===== config.mk =====
export PLATFORM = sky130hd
export DESIGN_NAME = seg7_shift_out
export DESIGN_NICKNAME = d
export VERILOG_FILES = /design/src/rtl/seg7_shift_out.sv
export SDC_FILE = /design/constraint.sdc
export NUM_CORES = 1
export LEC_CHECK = 0
export CAP_MARGIN = 20
export CORE_MARGIN = 5
export CORE_UTILIZATION = 55
export CTS_CLUSTER_SIZE = 20
export DETAILED_ROUTE_END_ITERATION = 12
export DONT_BUFFER_PORTS = 1
export HOLD_SLACK_MARGIN = 0.02
export PLACE_DENSITY_LB_ADDON = 0.1
export SLEW_MARGIN = 20
export SYNTH_ARGS = -nofsm -noshare
export SYNTH_HDL_FRONTEND = slang
export SYNTH_SLANG_ARGS = --single-unit
export TNS_END_PERCENT = 20

===== constraint.sdc =====
create_clock -name clk -period 1.7 [get_ports clk]
set_input_delay 0 -clock clk [delete_from_list [all_inputs] [get_ports clk]]
set_output_delay 0 -clock clk [all_outputs]
set_load 0.02 [all_outputs]

===== src/rtl/seg7_shift_out.sv =====
`default_nettype none
// ============================================================================
// Module   : seg7_shift_out
// Purpose  : Snapshots the decoded 7-segment patterns and decimal points of
//            all display digits and shifts them MSB-first into an external
//            74HC595-style chain, then pulses the storage latch.
// Revision : 1.0  initial release
// ============================================================================
module seg7_shift_out #(
  parameter int NUM_DIGITS   = 6,
  parameter int CLK_DIV      = 4,
  parameter int COMMON_ANODE = 0
) (
  input  logic                    clk,
  input  logic                    reset_n,
  input  logic                    start,
  input  logic [7*NUM_DIGITS-1:0] segments,
  input  logic [NUM_DIGITS-1:0]   dots,
  output logic                    busy,
  output logic                    done,
  output logic                    serial_clk,
  output logic                    serial_data,
  output logic                    serial_latch
);

  localparam int NBITS = 8 * NUM_DIGITS;
  localparam int CNT_W = $clog2(NBITS + 1);
  localparam int DIV_W = $clog2(CLK_DIV + 1);
  localparam logic [CNT_W-1:0] BIT_LAST = CNT_W'(NBITS - 1);
  localparam logic [DIV_W-1:0] DIV_LAST = DIV_W'(CLK_DIV - 1);

  typedef enum logic [1:0] {
    IDLE     = 2'd0,
    SHIFT_LO = 2'd1,
    SHIFT_HI = 2'd2,
    LATCH    = 2'd3
  } state_t;

  state_t             state;
  state_t             state_next;
  logic [NBITS-1:0]   snapshot;
  logic [NBITS-1:0]   shreg;
  logic [CNT_W-1:0]   bit_cnt;
  logic [DIV_W-1:0]   div_cnt;
  logic               done_q;
  logic               phase_end;

  // Digit N-1 lands in the top byte so it leaves the chain first; dp is the
  // byte MSB, followed by a..g.
  for (genvar i = 0; i < NUM_DIGITS; i++) begin : g_snap
    if (COMMON_ANODE != 0) begin : g_inv
      assign snapshot[8*i +: 8] = ~{dots[i], segments[7*i +: 7]};
    end else begin : g_true
      assign snapshot[8*i +: 8] = {dots[i], segments[7*i +: 7]};
    end
  end

  // Next-state decode and state-derived serial outputs.
  always_comb begin
    state_next   = state;
    phase_end    = (div_cnt == DIV_LAST);
    busy         = (state != IDLE);
    done         = done_q;
    serial_clk   = (state == SHIFT_HI);
    serial_latch = (state == LATCH);
    serial_data  = 1'b0;
    case (state)
      IDLE: begin
        if (start) state_next = SHIFT_LO;
      end
      SHIFT_LO: begin
        serial_data = shreg[NBITS-1];
        if (phase_end) state_next = SHIFT_HI;
      end
      SHIFT_HI: begin
        serial_data = shreg[NBITS-1];
        if (phase_end) state_next = (bit_cnt == BIT_LAST) ? LATCH : SHIFT_LO;
      end
      LATCH: begin
        if (phase_end) state_next = IDLE;
      end
      default: state_next = IDLE;
    endcase
  end

  // State register, snapshot shifter, bit counter and phase divider.
  always_ff @(posedge clk) begin
    if (!reset_n) begin
      state   <= IDLE;
      shreg   <= '0;
      bit_cnt <= '0;
      div_cnt <= '0;
      done_q  <= 1'b0;
    end else begin
      state  <= state_next;
      done_q <= (state == LATCH) && phase_end;
      case (state)
        IDLE: begin
          if (start) begin
            shreg   <= snapshot;
            bit_cnt <= '0;
            div_cnt <= '0;
          end
        end
        SHIFT_HI: begin
          if (phase_end) begin
            div_cnt <= '0;
            shreg   <= shreg << 1;
            bit_cnt <= bit_cnt + 1'b1;
          end else begin
            div_cnt <= div_cnt + 1'b1;
          end
        end
        default: begin
          div_cnt <= phase_end ? '0 : div_cnt + 1'b1;
        end
      endcase
    end
  end

endmodule
`default_nettype wire


==> Yosys cells after proc, flatten, opt, wreduce, memory -nomap -nowiden <==
Cells that the tools add are included.
{ "word_totals": {"register_bits": 60, "latchBits": 0, "ramBits": 0, "rom_bits": 0, "inputBits": 51, "out_inout_bits": 5, "elab_cells": 39, "memories": 0} }
{ "classes": {"add_sub_neg": 2, "mul": 0, "n_div": 0, "magnitude_cmp": 0, "eq_ne": 9, "n_shift": 0, "muxes": 16, "n_bitwise": 0, "reduce_logical": 7} }
{ "ops": {"columns": ["op", "count"], "rows": [
  ["48-bit two-way mux", 2],
  ["48-bit one-hot mux with 2 select lines", 1],
  ["6-bit two-way mux", 2],
  ["6-bit one-hot mux with 2 select lines", 1],
  ["2-bit two-way mux", 5],
  ["3-bit two-way mux", 3],
  ["2-bit one-hot mux with 4 select lines", 1],
  ["6-bit by 1-bit adder with 6-bit output, second input constant", 1],
  ["6-bit equality test, second input constant", 1],
  ["2-bit equality test, second input constant", 2],
  ["2-bit by 1-bit != test with 1-bit output, second input constant", 2],
  ["2-bit != test, second input constant", 2],
  ["4-bit AND reduction", 1],
  ["2-bit nonzero test", 2],
  ["3-bit by 1-bit adder with 3-bit output, second input constant", 1],
  ["3-bit by 2-bit equality test with 1-bit output, second input constant", 1],
  ["3-bit AND reduction", 1],
  ["2-bit by 1-bit equality test with 1-bit output, second input constant", 1],
  ["2-bit logical NOT", 1],
  ["2-bit OR reduction", 1],
  ["1-bit logical AND", 1],
  ["1-bit two-way mux", 1]
]} }

==> Logic depth before layout (Yosys ltp) <==
{ "logic_depth": {"ltp_word": 4, "depth_mapped": 7, "depth_no_buf": 6} }

==> Worst setup path before layout <==
OpenSTA, ideal clock, no wires.
{ "synth_timing": {"kind": "register to register", "from": "reg state[0]", "to": "reg shreg[1]", "setup_ns": 0.116, "t_arrival_ns": 1.682, "required_time_ns": 1.584, "slack_ns": -0.098, "path_stages_with_launch": 8, "n_path_buf": 2, "period_less_slack_ns": 1.798, "path_cell_list": "dfxtp_1 > inv_1 > ha_1 > buf_2 > buf_2 > mux2i_1 > nand2_1 > o211a_1"} }
{ "synth_between": {"elab_chain_len": 3, "word_cells_on_any_way": 7, "classes_between": "eq/ne: 3; mux: 1; reduce/logical: 3"} }
{ "synth_rtl": {"columns": ["element", "line", "text"], "rows": [
  ["from (decl)", "39", "state_t state;"],
  ["from (signal assigned)", "95", "state <= state_next;"],
  ["2-bit equality test *", null, null],
  ["net serial_clk", "21", "output logic serial_clk,"],
  ["2-bit by 1-bit != test with 1-bit output (no line) / 2-bit nonzero test (equally long branches)", null, null],
  ["3-bit AND reduction (no line)", null, null],
  ["to (signal assigned)", "100", "shreg <= snapshot;"],
  ["to (signal assigned)", "108", "shreg <= shreg << 1;"],
  ["to (decl)", "42", "logic [NBITS-1:0] shreg;"]
]} }
The timed path passes the listed nets; every way through them passes the cells marked *.
A chain may end at the register's enable or synchronous reset.

==> Final worst setup path <==
{ "layout_timing": {"from": "reg state[1]", "to": "reg shreg[28]"} }
{ "layout_between": {"elab_chain_len": 3, "word_cells_on_any_way": 7, "classes_between": "eq/ne: 3; mux: 1; reduce/logical: 3"} }
{ "layout_rtl": {"columns": ["element", "line", "text"], "rows": [
  ["2-bit equality test / 2-bit logical NOT (equally long branches)", "97", "case (state)"],
  ["2-bit by 1-bit != test with 1-bit output (no line), or another cell as far along", null, null],
  ["3-bit AND reduction (no line)", null, null]
]} }
Parallel ways exist; a longest one is shown, timed or not.

==> metrics.txt <==
Fmax 579 MHz; clock-pin slew on the worst setup and hold paths 0.07 ns; total CTS buffers 9; crit path time final 1.73 ns; chip width approximately 83 um; antenna violations before repair 0; Synth cell types 32; Initial Utilization 56.6%; status finished with violations; failing checks setup timing; final hold violation count 0; min-delay src reset_n; Slew Limit Headroom between 80% and 90%; footprint of the multi-input gates 1600 um2; Final period util 102%; LEAKAGE 1.89 nW; Iter 0 DRT Violations between 100 and 150; antenna cells 0; pin count of the biggest net entering global routing between 60 and 70; Worst VDD drop 1140 uV; Slew Viols, Final 0; Maximum Capacitance Violations 0; final WL roughly 6800 um; setup slack after layout -0.0273 ns; Yosys warnings 0; NetSw around 2.3 mW; EDFF count, synth 0; metal3 WL between 300 and 400 um; total power 6.60 mW; Routed WL per cell 16.1 um; detailed route wirelength on metal2 3320 um; hpwl dp 3600 um; routability cong. about 0.73; All-Layer GR Usage between 10% and 20%; startpoint types register; num ports 56; power share of the clock group 20.3%; Critical R2R Launch state[1]; hold_ws between 0.02 and 0.025 ns; drt drc 0; via/cell ratio about 5.6; fillers 358; FF+latch count, synth 60; Seq/Total Area, Yosys 41.5%; grt ovf 0; Synth Cell Area 2890 um2; ys async rst share 0%; CTS Root Cell clkbuf_8; power per cell area 1680 nW/um2; worst min-delay path class input port to register; antenna-violating nets left 0; Clock Skew 0.0126 ns; clk buf depth 2; Internal 4.32 mW; die area 6810 um2; Max FO, Critical Path 8; Clock Sinks 60; DRT Pass-1 Iters 4; number of global-route vias before repair 2,186; Switching Share 34.5%; Synth Net Count about 350; layout cells sized above 1 16.1%; WP data arrival 1.94 ns; Data required, critical path 1.91 ns; Logic pwr share 44.4%; Finish-stage setup viols 19; Vias approximately 2,400; Reg area 1200 um2; Synth Instances 290; Area Overhead vs Synth 36.0%; Place WS -0.0374 ns; post-synthesis area per instance about 10 um2; CTS tree done; Port Buffers 0; Sequential Power Share 35.3%; Critical path origin state[1]; WS Path Type register to register; fin nets 407; later-pin clock latency in the skew report 0.33 ns; Post-synth top flop dfxtp_1; Worst setup EP type register; first-pass GRT wire length 9820 um; CORE AREA 5110 um2; CTS H-tree depth 3; top sig layer met4; num rows 26; Chip Height 82.5 um; met1 WL 3070 um; unrepaired setup endpoints after global routing yes; worst slew pin tran 0.291 ns
==> cell families after synthesis <==
kind of cell / after synthesis / synth area share, %
and+or+nand+nor: 82 / 12.6
AOI/OAI and AO/OA: 67 / 21.2
DFF: 60 / 41.5
muxes: 48 / 16.6
buffers and inverters: 27 / 5.41
adders and majority gates: 6 / 2.60
==> timing repair <==
action | in CTS | in global routing
resized for setup | 0 | 24
setup endpoints to repair | 41 | 54
endpoints found under the hold margin | 60 | 0
pin swaps | 0 | 2
cloned | 0 | 6
hold buffers | 50 | 0
setup buffers | 0 | 5
==> power by group through the flow <==
stage	Combinational [mW]	Clock (mW)	Sequential (mW)
2_1_floorplan	1.83	0	2.25
3_3_place_gp	2.00	0	2.31
3_5_place_dp	2.06	0	2.33
4_1_cts	2.19	1.37	2.30
5_1_grt	3.18	1.43	2.39
6_report	2.93	1.34	2.33
==> cell usage in the layout, fill, tap and decap left out, drive strengths merged, types with 4 or more instances in the layout <==
master,netlist,routed
and3,4,4
nand2,57,57
o211a,48,48
buf,16,19
o21ai,4,4
mux2i,48,48
inv,4,4
ha,6,6
dfxtp,60,60
nor2b,4,4
dlygate4sd3,0,49
clkbuf,7,17
a21oi,6,6
nand3,4,4
==> sequential cells by signal, indices dropped and copies added (netlist names) <==
register	cells
bit_cnt	6
div_cnt	3
done	1
shreg	48
state	2
==> final timing paths <==
check                                  to  slack, ns  cells past startpoint
worst min-delay path            shreg[37]       0.02                      2
worst min register to register   shreg[0]       0.46                      2
worst max register to register  shreg[28]      -0.03                      8
worst max-delay path            shreg[28]      -0.03                      8
==> layer usage <==
| metal | GRT usage, % | vias up |
|---|---|---|
| met5 | 0 | - |
| met4 | 7.35 | 0 |
| met3 | 5.31 | 11 |
| met2 | 31.1 | 58 |
| met1 | 23.1 | 1137 |
| li1 | - | 1177 |
==> through the flow <==
stage / setup TNS [ns] / area (um2) / util (%) / cells
2_1_floorplan: 0 / 2900 / - / 290
3_3_place_gp: -0.00440 / 2980 / 58.3 / 349
3_5_place_dp: -0.376 / 2980 / 58.3 / 349
4_1_cts: -0.667 / 3710 / 72.6 / 415
5_1_grt: -1.38 / 3930 / 77.0 / 425
6_report: -0.260 / 3930 / 77.0 / 425
==> Yosys cell counts (all sizes together) (2+ instances only) <==
| master | number | area, um2 |
|---|---|---|
| ha | 6 | 75.1 |
| clkbuf | 7 | 26.3 |
| o211a | 48 | 480 |
| o21ai | 4 | 20.0 |
| a21oi | 6 | 30.0 |
| nor2b | 4 | 25.0 |
| or3 | 2 | 12.5 |
| and2 | 2 | 12.5 |
| nand3 | 4 | 20.0 |
| buf | 16 | 115 |
| dfxtp | 60 | 1200 |
| o22ai | 2 | 12.5 |
| and3 | 4 | 25.0 |
| nor2 | 2 | 7.51 |
| inv | 4 | 15.0 |
| nand2 | 57 | 214 |
| nand2b | 2 | 12.5 |
| mux2i | 48 | 480 |
==> critical path, stage by stage, from the launching register on <==
cell and delay, ns:
dfxtp_2 0.35, inv_2 0.06, ha_4 0.17, and2b_2 0.21, a211oi_4 0.25, buf_6 0.23
buf_12 0.15, nand2_1 0.05, o211a_1 0.14
==> final cells by class <==
class,count,area share (%)
clock buffers,13,4.30
repair buffers,72,20.7
inverters,4,0.382
well taps,70,2.23
clock inverters,3,1.11
flip-flops and latches,60,30.6
multi-input cells,203,40.6
Note: power is estimated with default switching activity, not from simulation.
